--- src/rtl/ddr_uart_pkg.sv ---
// Shared constants and state encoding for the block UART transmitter.
package ddr_uart_pkg;

   // 8N1 frame: one start bit, eight data bits LSB-first, one stop bit
   localparam int DATA_BITS        = 8;
   localparam int START_BITS       = 1;
   localparam int STOP_BITS        = 1;
   localparam int FRAME_BITS       = START_BITS + DATA_BITS + STOP_BITS;

   // 50 MHz / 115200 baud
   localparam int DEF_CLKS_PER_BIT = 434;

   typedef enum logic [2:0] {IDLE, START, DATA, STOP, DONE} state_t;

endpackage

--- src/rtl/uart_tx_byte.sv ---
// Single-byte 8N1 framer. Accepts a byte in IDLE or on the last cycle of STOP,
// so consecutive bytes go out back-to-back with no idle gap.
module uart_tx_byte
   import ddr_uart_pkg::*;
#(
   parameter int CLKS_PER_BIT = DEF_CLKS_PER_BIT
) (
   input  logic                 i_clk,
   input  logic                 i_rstn,
   input  logic [DATA_BITS-1:0] i_byte,
   input  logic                 i_byte_valid,
   output logic                 o_byte_done,
   output logic                 o_tx
);

   localparam int CNT_W = (CLKS_PER_BIT > 1) ? $clog2(CLKS_PER_BIT) : 1;
   localparam int BIT_W = $clog2(DATA_BITS);
   localparam logic [CNT_W-1:0] CNT_LAST = CNT_W'(CLKS_PER_BIT - 1);
   localparam logic [BIT_W-1:0] BIT_LAST = BIT_W'(DATA_BITS - 1);

   state_t               st;
   logic [CNT_W-1:0]     clk_cnt;
   logic [BIT_W-1:0]     bit_cnt;
   logic [DATA_BITS-1:0] shreg;
   logic                 tx;
   logic                 bit_end;

   assign bit_end     = (clk_cnt == CNT_LAST);
   // high on the final cycle of the stop bit: a new byte offered now starts
   // its start bit on the very next edge
   assign o_byte_done = (st == STOP) && bit_end;
   assign o_tx        = tx;

   // framing FSM: line value is registered and updated at each bit boundary
   always_ff @(posedge i_clk or negedge i_rstn) begin
      if (!i_rstn) begin
         st      <= IDLE;
         tx      <= 1'b1;
         clk_cnt <= '0;
         bit_cnt <= '0;
         shreg   <= '0;
      end else begin
         case (st)
            IDLE: begin
               if (i_byte_valid) begin
                  shreg   <= i_byte;
                  tx      <= 1'b0;
                  clk_cnt <= '0;
                  st      <= START;
               end
            end
            START: begin
               if (bit_end) begin
                  clk_cnt <= '0;
                  bit_cnt <= '0;
                  tx      <= shreg[0];
                  st      <= DATA;
               end else begin
                  clk_cnt <= clk_cnt + 1'b1;
               end
            end
            DATA: begin
               if (bit_end) begin
                  clk_cnt <= '0;
                  if (bit_cnt == BIT_LAST) begin
                     tx <= 1'b1;
                     st <= STOP;
                  end else begin
                     // shreg[0] always holds the bit on the line
                     bit_cnt <= bit_cnt + 1'b1;
                     shreg   <= {1'b0, shreg[DATA_BITS-1:1]};
                     tx      <= shreg[1];
                  end
               end else begin
                  clk_cnt <= clk_cnt + 1'b1;
               end
            end
            STOP: begin
               if (bit_end) begin
                  clk_cnt <= '0;
                  if (i_byte_valid) begin
                     shreg <= i_byte;
                     tx    <= 1'b0;
                     st    <= START;
                  end else begin
                     st <= IDLE;
                  end
               end else begin
                  clk_cnt <= clk_cnt + 1'b1;
               end
            end
            default: begin
               st <= IDLE;
               tx <= 1'b1;
            end
         endcase
      end
   end

endmodule

--- src/rtl/ddr_uart_block_tx.sv ---
// Block-level UART transmitter: takes one NUM_BYTES-wide block over valid/ready
// and feeds it byte 0 first into the framer, then pulses o_done for one cycle.
module ddr_uart_block_tx
   import ddr_uart_pkg::*;
#(
   parameter  int CLKS_PER_BIT = DEF_CLKS_PER_BIT,
   parameter  int NUM_BYTES    = 32,
   localparam int BLK_W        = 8 * NUM_BYTES,
   localparam int IDX_W        = (NUM_BYTES > 1) ? $clog2(NUM_BYTES) : 1
) (
   input  logic             i_clk,
   input  logic             i_rstn,
   input  logic [BLK_W-1:0] i_data,
   input  logic             i_valid,
   output logic             o_ready,
   output logic             o_tx_serial,
   output logic             o_busy,
   output logic             o_done,
   output logic [IDX_W-1:0] o_byte_idx
);

   localparam logic [IDX_W-1:0] IDX_LAST = IDX_W'(NUM_BYTES - 1);

   // block-level state: DATA covers the whole time bytes are in flight; the
   // START/DATA/STOP framing detail lives in uart_tx_byte
   state_t           st;
   // holds the bytes not yet handed to the framer, next one in [7:0]
   logic [BLK_W-1:0] shreg;
   logic             accept;
   logic             last_byte;
   logic             byte_valid;
   logic             byte_done;
   logic [7:0]       byte_in;

   assign accept     = (st == IDLE) && i_valid && o_ready;
   assign last_byte  = (o_byte_idx == IDX_LAST);
   assign byte_valid = accept || (byte_done && !last_byte);
   // byte 0 bypasses the register so its start bit begins on the handshake edge
   assign byte_in    = (st == IDLE) ? i_data[7:0] : shreg[7:0];

   uart_tx_byte #(
      .CLKS_PER_BIT (CLKS_PER_BIT)
   ) u_byte (
      .i_clk        (i_clk),
      .i_rstn       (i_rstn),
      .i_byte       (byte_in),
      .i_byte_valid (byte_valid),
      .o_byte_done  (byte_done),
      .o_tx         (o_tx_serial)
   );

   // block handshake, byte sequencing and the single-cycle DONE pulse
   always_ff @(posedge i_clk or negedge i_rstn) begin
      if (!i_rstn) begin
         st         <= IDLE;
         shreg      <= '0;
         o_byte_idx <= '0;
         o_ready    <= 1'b1;
         o_busy     <= 1'b0;
         o_done     <= 1'b0;
      end else begin
         case (st)
            IDLE: begin
               o_done <= 1'b0;
               if (accept) begin
                  shreg      <= i_data >> 8;
                  o_byte_idx <= '0;
                  o_ready    <= 1'b0;
                  o_busy     <= 1'b1;
                  st         <= DATA;
               end
            end
            DATA: begin
               if (byte_done) begin
                  if (last_byte) begin
                     o_done <= 1'b1;
                     st     <= DONE;
                  end else begin
                     shreg      <= shreg >> 8;
                     o_byte_idx <= o_byte_idx + 1'b1;
                  end
               end
            end
            DONE: begin
               o_done  <= 1'b0;
               o_ready <= 1'b1;
               o_busy  <= 1'b0;
               st      <= IDLE;
            end
            default: begin
               st      <= IDLE;
               o_ready <= 1'b1;
               o_busy  <= 1'b0;
               o_done  <= 1'b0;
            end
         endcase
      end
   end

endmodule

--- config.mk ---
export PLATFORM = sky130hd
export DESIGN_NAME = ddr_uart_block_tx
export DESIGN_NICKNAME = d
export VERILOG_FILES = /design/src/rtl/ddr_uart_pkg.sv /design/src/rtl/uart_tx_byte.sv /design/src/rtl/ddr_uart_block_tx.sv
export SDC_FILE = /design/constraint.sdc
export NUM_CORES = 1
export LEC_CHECK = 0
export CORE_UTILIZATION = 45
export CTS_CLUSTER_SIZE = 25
export DETAILED_ROUTE_END_ITERATION = 10
export GPL_TIMING_DRIVEN = 0
export MAX_ROUTING_LAYER = met4
export PLACE_DENSITY = 0.76
export SYNTH_ARGS = -nofsm -noshare
export SYNTH_HDL_FRONTEND = slang
export SYNTH_SLANG_ARGS = --single-unit
--- constraint.sdc ---
create_clock -name i_clk -period 2.9 [get_ports i_clk]
set_clock_uncertainty 0.1 [all_clocks]
set_input_delay 0.58 -clock i_clk [delete_from_list [all_inputs] [get_ports i_clk]]
set_output_delay 0.58 -clock i_clk [all_outputs]
set_load 0.01 [all_outputs]
==> Word level (Yosys, flattened, before mapping) <==
Index checks and enable logic that the tools add are counted.
{ "totals": {"wordCells": 99, "regBits": 291, "output_inout_bits": 9, "inputBits": 259} }
{ "classes": {"bitwise": 1, "reduce_logical": 22, "n_eq_ne": 17, "n_mux": 45, "add_sub_neg": 3} }
{ "op_table": {"columns": ["operator", "n"], "rows": [
  ["$mux 256", 3],
  ["$pmux 256 s2", 1],
  ["$mux 8", 5],
  ["$mux 3", 11],
  ["$pmux 8 s3", 1],
  ["$mux 9", 2],
  ["$pmux 9 s2", 1],
  ["$mux 5", 3],
  ["$ne 2x2->1 const B", 6],
  ["$pmux 3 s2", 2],
  ["$pmux 3 s4", 1],
  ["$reduce_and 4->1", 3],
  ["$mux 1", 11],
  ["$pmux 5 s2", 1],
  ["$add 9x1->9 const B", 1],
  ["$eq 3x2->1 const B", 3],
  ["$eq 9x9->1 const B", 1],
  ["$ne 2x1->1 const B", 4],
  ["$logic_not 3->1", 2],
  ["$reduce_and 2->1", 3],
  ["$reduce_and 3->1", 2],
  ["$reduce_bool 2->1", 3],
  ["$add 5x1->5 const B", 1],
  ["$eq 5x5->1 const B", 1],
  ["other kinds (12)", 16]
]} }

==> Logic depth before layout (Yosys ltp) <==
Gate-level depths: netlist (run 1).
{ "logic_depth": {"ltp_word": 7, "mapped_depth": 10, "depth_no_buf": 7} }

==> Hierarchy <==
From an unflattened synthesis (run 1), not the netlist that was laid out.
{ "unflattened": {"cells_unflattened": 1274, "area_unflattened_um2": 13668.1} }
{ "by_module_without_submodules": {"columns": ["mod", "n_inst", "cells_per_inst", "seq_area_each_um2", "area_per_inst_um2"], "rows": [
  ["ddr_uart_block_tx", 1, 1140, 6457.4, 12235.5],
  ["uart_tx_byte", 1, 134, 576.8, 1432.6]
]} }

==> Worst setup path after synthesis (run 1) <==
No wires, ideal clock.
{ "synth_timing": {"path_type": "flip-flop to flip-flop", "startpoint": "register o_byte_idx[0]", "endpoint": "register shreg[240]", "stages_incl_launch_ff": 10, "arrival_ps": 2049, "path_buffers": 3, "required_time_ps": 2679, "path_slack_ps": 630, "setup_ps": 121, "period_less_slack_ps": 2270, "path_cell_list": "dfrtp_1 ha_1 and3_1 ha_1 o21a_1 or2_1 buf_2 buf_4 buf_2 a22o_1"} }
{ "synth_between": {"elab_chain_len": 3} }
{ "synth_lines": {"columns": ["item", "line_no", "text"], "rows": [
  ["start: declaration", "ddr_uart_block_tx.sv:19", "output logic [IDX_W-1:0] o_byte_idx"],
  ["start signal: assignment", "ddr_uart_block_tx.sv:80", "o_byte_idx <= o_byte_idx + 1'b1;"],
  ["$eq 5x5->1", "ddr_uart_block_tx.sv:36", "assign last_byte = (o_byte_idx == IDX_LAST);"],
  ["$ne 2x2->1 (no source line)", null, null],
  ["$reduce_and 4->1 (no source line)", null, null],
  ["end signal: assignment", "ddr_uart_block_tx.sv:66", "shreg <= i_data >> 8;"],
  ["end signal: assignment", "ddr_uart_block_tx.sv:79", "shreg <= shreg >> 8;"],
  ["end: declaration", "ddr_uart_block_tx.sv:28", "logic [BLK_W-1:0] shreg;"]
]} }
Every way passes these cells.
A chain may end at the register's enable or synchronous reset.

==> Worst setup path after layout (run 1) <==
{ "layout_timing": {"startpoint": "register o_byte_idx[1]", "endpoint": "register shreg[191]"} }
Same word-level chain as after synthesis.

==> summary.json, run 1 <==
{
  "maxCapViolations": {"value": 0},
  "fmax": {"value": 0.3731, "unit": "GHz"},
  "chipWidth": {"value": 177.1, "unit": "um"},
  "synth.cells.most_frequent": {"value": "o21ai_0 (359), dfrtp_1 (279), mux2i_1 (246), o21ai_1 (136), clkbuf_1 (86)"},
  "yosys.area.top_type_share": {"value": 0.5058},
  "total_power_after_layout": {"value": 8981, "unit": "uW"},
  "cts.clk_slew.worst_paths": {"value": 60, "unit": "ps"},
  "number_of_antenna_violations_at_the_first_check_in_global_routing": {"value": 11},
  "synth-edff-count": {"value": 0},
  "area.growth.synth_to_final": {"value": 31.31, "unit": "%"},
  "max_buffers_root_to_sink": {"value": 3},
  "rsz0062_at_grt": {"value": "no"},
  "startpoint_type": {"value": "flip-flop"},
  "postSynth.topFlopCell": {"value": "dfrtp_1"},
  "finalWeightedCongestion": {"value": 0.8897},
  "final_net_count": {"value": 1895},
  "place.detailed.hpwl": {"value": 28.65, "unit": "mm"},
  "ranking_of_synthesized_cells_by_area": {"value": "dfrtp_1 (51%), mux2i_1 (18%), o21ai_0 (13%)"},
  "post_synth_num_cell_types": {"value": 54},
  "cts_made_buffers": {"value": 31},
  "status": {"value": "finished, final reports clean"},
  "via_per_inst": {"value": 5.771},
  "htree_num_levels": {"value": 1},
  "sequential_cell_area": {"value": 7034, "unit": "um2"},
  "routed_wl": {"value": 39.96, "unit": "mm"},
  "drt-initial-drc-count": {"value": 779},
  "cts_resized": {"value": 0},
  "clock_sinks": {"value": 281},
  "synth.most_common_cell": {"value": "o21ai_0"},
  "routedWlPerCell": {"value": 19.48, "unit": "um"},
  "post_syn_area": {"value": 13800, "unit": "um2"},
  "final.period_utilization": {"value": 0.9243},
  "route.detailed.drc": {"value": 0},
  "cp_data_arrival_time": {"value": 3050, "unit": "ps"},
  "synth-seq-cells": {"value": 281},
  "power.density_cell_area": {"value": 495.6, "unit": "nW/um2"},
  "dieHeight": {"value": 177.1, "unit": "um"},
  "required": {"value": 3270, "unit": "ps"},
  "synth_seq_area_share": {"value": 0.5097},
  "timing.final.hold_violations": {"value": 0},
  "multi_input_comb_area": {"value": 6170, "unit": "um2"},
  "syn_area_per_cell": {"value": 10.44, "unit": "um2"},
  "fin_worst_setup_slack": {"value": 219.7, "unit": "ps"},
  "route.vias.total": {"value": 11840},
  "fill_cells": {"value": 2454},
  "cts-root-buf": {"value": "clkbuf_16"},
  "ant_nets": {"value": 0},
  "input_output_buffers": {"value": 267},
  "worst-path-max-fanout": {"value": 10},
  "clkLatencyLatePin": {"value": 560, "unit": "ps"},
  "final-max-slew-violation-count": {"value": 0},
  "worstMarginPinSlew": {"value": 993.6, "unit": "ps"},
  "floorplan_core_area": {"value": 29870, "unit": "um2"},
  "first_pass_grt_wire_length": {"value": 63.02, "unit": "mm"},
  "share_of_post_route_cells_with_drive_strength_above_1": {"value": 0.07030},
  "setup_viol_count_final": {"value": 0},
  "warnings_from_yosys": {"value": 0},
  "finalInstanceArea": {"value": 18120, "unit": "um2"},
  "dp_worst_setup_slack": {"value": -45.52, "unit": "ps"},
  "dieArea": {"value": 31380, "unit": "um2"},
  "cellLeakagePower": {"value": 0.008665, "unit": "uW"},
  "synth_async_sr_flop_share": {"value": 1.000},
  "floorplan.initialDensity": {"value": 0.4620},
  "grt_max_degree": {"value": 119},
  "cts_tree": {"value": "done"},
  "timing.setup.critical_path_class": {"value": "flip-flop to flip-flop"},
  "row_count": {"value": 63},
  "irDropWorstVdd": {"value": 0.4182, "unit": "mV"},
  "postSynthNetCount": {"value": 1592},
  "hold_class": {"value": "flip-flop to flip-flop"},
  "postSynthCellCount": {"value": 1322},
  "synth_area_leader_cell": {"value": "dfrtp_1"},
  "grt_pass1_vias": {"value": 11870},
  "drtPass1Iterations": {"value": 5},
  "max_slew_margin": {"value": 0.3376},
  "ioPinCount": {"value": 268},
  "tns": {"value": 0, "unit": "ps"},
  "cp-end-kind": {"value": "flip-flop"},
  "grt_remaining_overflow": {"value": 0},
  "period_minus_slack": {"value": 2680, "unit": "ps"},
  "overall_track_demand_over_capacity_in_global_routing": {"value": 0.2642},
  "placed_area": {"value": 17020, "unit": "um2"}
}
==> cells in the final DEF, fill, tap and decap left out, types with 14 or more instances in the layout <==
cell / synthesis / routed
clkbuf_1: 86 / 89
o21ai_1: 136 / 136
buf_2: 25 / 25
inv_1: 16 / 16
nand2_1: 21 / 21
clkdlybuf4s50_1: 0 / 266
mux2i_1: 246 / 246
mux2_2: 14 / 14
a21oi_1: 16 / 16
clkbuf_16: 0 / 31
dfrtp_1: 279 / 279
o21ai_0: 359 / 359
==> cell type report <==
| class | instances | share of cell area |
|---|---|---|
| flip-flops and latches | 281 | 0.3881 |
| multi-input cells | 904 | 0.3404 |
| repair buffers | 270 | 0.1513 |
| clock buffers | 41 | 0.04874 |
| plain buffers | 121 | 0.02969 |
| well taps | 390 | 0.02692 |
| clock inverters | 17 | 0.009941 |
| inverters | 16 | 0.003314 |
| diodes | 11 | 0.001519 |
==> registers in the layout, summed over array words and instances, names as in the netlist <==
register,count
shreg,248
o_busy,1
u_byte.o_tx,1
st,2
u_byte.st,2
u_byte.bit_cnt,3
o_ready,1
o_done,1
u_byte.clk_cnt,9
o_byte_idx,5
u_byte.shreg,8
==> kinds of logic after synthesis <==
group	count (synthesis)	share of synthesized area
compound gates	570	0.2221
flops	281	0.5097
mux	260	0.1898
buf+inv	137	0.04333
simple gates	63	0.02511
fa+ha+maj	11	0.009972
==> critical path, stage by stage, from the launching register on <==
cell and delay (ps):
dfrtp_1 430, ha_1 190, and3_1 160, ha_1 260, o21a_1 220, buf_2 270
buf_2 320, clkbuf_1 380, o21ai_0 130, o21ai_0 110
==> repair_timing <==
action,CTS,global route
endpoints found under the setup margin,0,0
hold buffers,1,0
hold endpoints to repair,83,0
buffers inserted,0,0
==> path summary, 6_finish.rpt <==
kind / start / end / slack, ps / cells past startpoint
max: o_byte_idx[1] / shreg[191] / 220 / 9
max reg2reg: o_byte_idx[1] / shreg[191] / 220 / 9
max in group asynchronous: i_rstn / shreg[2] / 1170 / 3
min in group asynchronous: i_rstn / shreg[138] / 510 / 2
min reg2reg: shreg[241] / shreg[241] / 400 / 1
min: shreg[241] / shreg[241] / 400 / 1
==> per-layer routing <==
layer	track usage	part of all wire
met1	0.3380	0.41
met5	-	0
met3	0.05606	0.075
met4	0.1038	0.037
met2	0.4090	0.47
==> stage by stage <==
stage                     hold WS, ps  utilization  std cells
after floorplan                 184.4            -       1322
after global placement          381.4       0.5678       1979
final                           401.6       0.6067       2051
after detailed placement        384.2       0.5698       1981
after CTS                       404.1       0.6057       2040
after global routing            428.1       0.6067       2051
==> report_power, final <==
| part | total [uW] | internal, uW | leakage, uW | switching [uW] |
|---|---|---|---|---|
| sequential | 4190 | 4090 | 0.00329 | 96.1 |
| combinational | 739 | 447 | 0.00485 | 292 |
| clock | 4050 | 2410 | 0.000521 | 1640 |
Note: power is estimated with default switching activity, not from simulation.
==> inputs of run 2 (changes only) <==
--- a/config.mk
+++ b/config.mk
@@ -5,12 +5,13 @@
 export SDC_FILE = /design/constraint.sdc
 export NUM_CORES = 1
 export LEC_CHECK = 0
-export CORE_UTILIZATION = 45
+export CAP_MARGIN = 10
+export CORE_UTILIZATION = 35
 export CTS_CLUSTER_SIZE = 25
 export DETAILED_ROUTE_END_ITERATION = 10
 export GPL_TIMING_DRIVEN = 0
 export MAX_ROUTING_LAYER = met4
-export PLACE_DENSITY = 0.76
+export PLACE_DENSITY = 0.63
 export SYNTH_ARGS = -nofsm -noshare
 export SYNTH_HDL_FRONTEND = slang
 export SYNTH_SLANG_ARGS = --single-unit
==> summary.json, run 2 (synthesized netlist as in run 1, its figures left out) <==
{
  "status": {"value": "finished, final reports clean"},
  "crit_path_end": {"value": "shreg[181]"},
  "maxCapViolations": {"value": 0},
  "power.density_cell_area": {"value": 481.8, "unit": "nW/um2"},
  "final-max-slew-violation-count": {"value": 0},
  "setup.worst_path.start": {"value": "o_byte_idx[0]"},
  "finalWeightedCongestion": {"value": 0.8558},
  "overall_track_demand_over_capacity_in_global_routing": {"value": 0.2109},
  "routed_wl": {"value": 41.56, "unit": "mm"},
  "largest_register_ff_count": {"value": 248},
  "place.detailed.hpwl": {"value": 30.73, "unit": "mm"},
  "first_pass_grt_wire_length": {"value": 65.61, "unit": "mm"},
  "timing.final.hold_violations": {"value": 0},
  "post-cts-setup-buffers": {"value": 0},
  "worstMarginPinSlew": {"value": 828.3, "unit": "ps"},
  "rsz0062_at_grt": {"value": "no"},
  "drt-initial-drc-count": {"value": 659},
  "cts_resized": {"value": 0},
  "layout_commonest_cell": {"value": "o21ai_0"},
  "cellLeakagePower": {"value": 0.008622, "unit": "uW"},
  "required": {"value": 3280, "unit": "ps"},
  "share_of_post_route_cells_with_drive_strength_above_1": {"value": 0.06311},
  "cp_data_arrival_time": {"value": 3010, "unit": "ps"},
  "hold_ws": {"value": 403.7, "unit": "ps"},
  "cts-root-buf": {"value": "clkbuf_16"},
  "grt_max_degree": {"value": 114},
  "route.detailed.drc": {"value": 0},
  "max_slew_margin": {"value": 0.4478},
  "critical_path.reg2reg.startpoint": {"value": "o_byte_idx[0]"},
  "clock_sinks": {"value": 281},
  "worstHoldStart": {"value": "shreg[242]"},
  "period_minus_slack": {"value": 2625, "unit": "ps"},
  "cp-end-kind": {"value": "flip-flop"},
  "grt_pass1_vias": {"value": 11790},
  "floorplan_core_area": {"value": 38740, "unit": "um2"},
  "final.period_utilization": {"value": 0.9051},
  "regMostFlops": {"value": "shreg"},
  "fill_cells": {"value": 3651},
  "drtPass1Iterations": {"value": 5},
  "input_output_buffers": {"value": 267},
  "routedWlPerCell": {"value": 19.08, "unit": "um"},
  "number_of_antenna_violations_at_the_first_check_in_global_routing": {"value": 12},
  "cts_made_buffers": {"value": 31},
  "floorplan.initialDensity": {"value": 0.3563},
  "startpoint_type": {"value": "flip-flop"},
  "route.vias.total": {"value": 11440},
  "via_per_inst": {"value": 5.254},
  "dieArea": {"value": 40230, "unit": "um2"},
  "rr_worst_depth": {"value": 9},
  "max_buffers_root_to_sink": {"value": 3},
  "clkLatencyLatePin": {"value": 580, "unit": "ps"},
  "area.growth.synth_to_final": {"value": 31.85, "unit": "%"},
  "cts.clk_slew.worst_paths": {"value": 60, "unit": "ps"},
  "timing.setup.critical_path_class": {"value": "flip-flop to flip-flop"},
  "worst-path-max-fanout": {"value": 10},
  "grt_remaining_overflow": {"value": 0},
  "cts_tree": {"value": "done"},
  "tns": {"value": 0, "unit": "ps"},
  "largest_registers": {"value": "shreg (248), u_byte.clk_cnt (9), u_byte.shreg (8)"},
  "final_cell_mix": {"value": "o21ai_0 (359), dfrtp_1 (279), clkdlybuf4s50_1 (266), mux2i_1 (246), o21ai_1 (136)"},
  "hold_class": {"value": "flip-flop to flip-flop"},
  "dieHeight": {"value": 200.6, "unit": "um"},
  "row_count": {"value": 72},
  "htree_num_levels": {"value": 1},
  "irDropWorstVdd": {"value": 0.3548, "unit": "mV"},
  "ant_nets": {"value": 0},
  "chipWidth": {"value": 200.6, "unit": "um"},
  "fmax": {"value": 0.3810, "unit": "GHz"},
  "final_net_count": {"value": 1895},
  "setup_viol_count_final": {"value": 0},
  "ioPinCount": {"value": 268},
  "r2r-end": {"value": "shreg[181]"},
  "regToRegSetupSlack": {"value": 280, "unit": "ps"}
}
[run 2: critical path, stage by stage (launching register included)]
cell,delay (ps)
dfrtp_1,410
ha_1,180
and3_1,150
ha_1,280
o21a_1,240
buf_2,280
buf_2,310
clkbuf_1,350
o21ai_0,130
o21ai_0,90
[run 2: worst min-delay path by stage]
stage	endpoint	cells past startpoint	slack, ps
4_1_cts	shreg[247]	1	410
6_report	shreg[242]	1	400
3_3_place_gp	shreg[242]	1	380
5_1_grt	shreg[247]	1	410
2_1_floorplan	o_busy	0	180
3_5_place_dp	shreg[242]	1	390
[run 2: routing by layer]
layer	vias to the layer above	wire [um]	global-route usage
li1	5467	-	-
met1	5632	18540	0.2705
met2	289	19370	0.3279
met3	55	2812	0.05731
met4	0	843	0.05643
met5	-	0	-
[run 2: through the flow]
step / setup WS [ps] / cell area (um2) / power, uW / instances / util
final: 275.3 / 18200 / 8768 / 2178 / 0.4698
after global routing: 13.81 / 18200 / 9094 / 2178 / 0.4698
after CTS: 248.1 / 18170 / 8857 / 2166 / 0.4690
after detailed placement: -144.6 / 17180 / 5002 / 2109 / 0.4436
after global placement: -11250 / 17120 / 4982 / 2107 / 0.4420
after floorplan: 630.3 / 13800 / 4437 / 1322 / -
[run 2: cell type report]
type | instances | area, um2 | share of cell area
tap | 518 | 648.1 | 0.03562
clock inverter | 5 | 53.80 | 0.002957
multi-input combinational | 904 | 6170 | 0.3390
inverter | 16 | 60.06 | 0.003300
antenna | 12 | 30.03 | 0.001650
buffer | 121 | 538.0 | 0.02957
sequential | 281 | 7034 | 0.3866
timing repair buffer | 270 | 2743 | 0.1507
clock buffer | 51 | 920.9 | 0.05060
[run 2: repair_timing]
item	in CTS	in global routing
hold buffers	1	0
setup endpoints to repair	0	0
hold endpoints to repair	65	0
[run 2: where the power goes]
| part | internal, uW | switching, uW |
|---|---|---|
| clock network | 2230 | 1610 |
| logic | 447 | 290 |
| registers | 4090 | 94.3 |
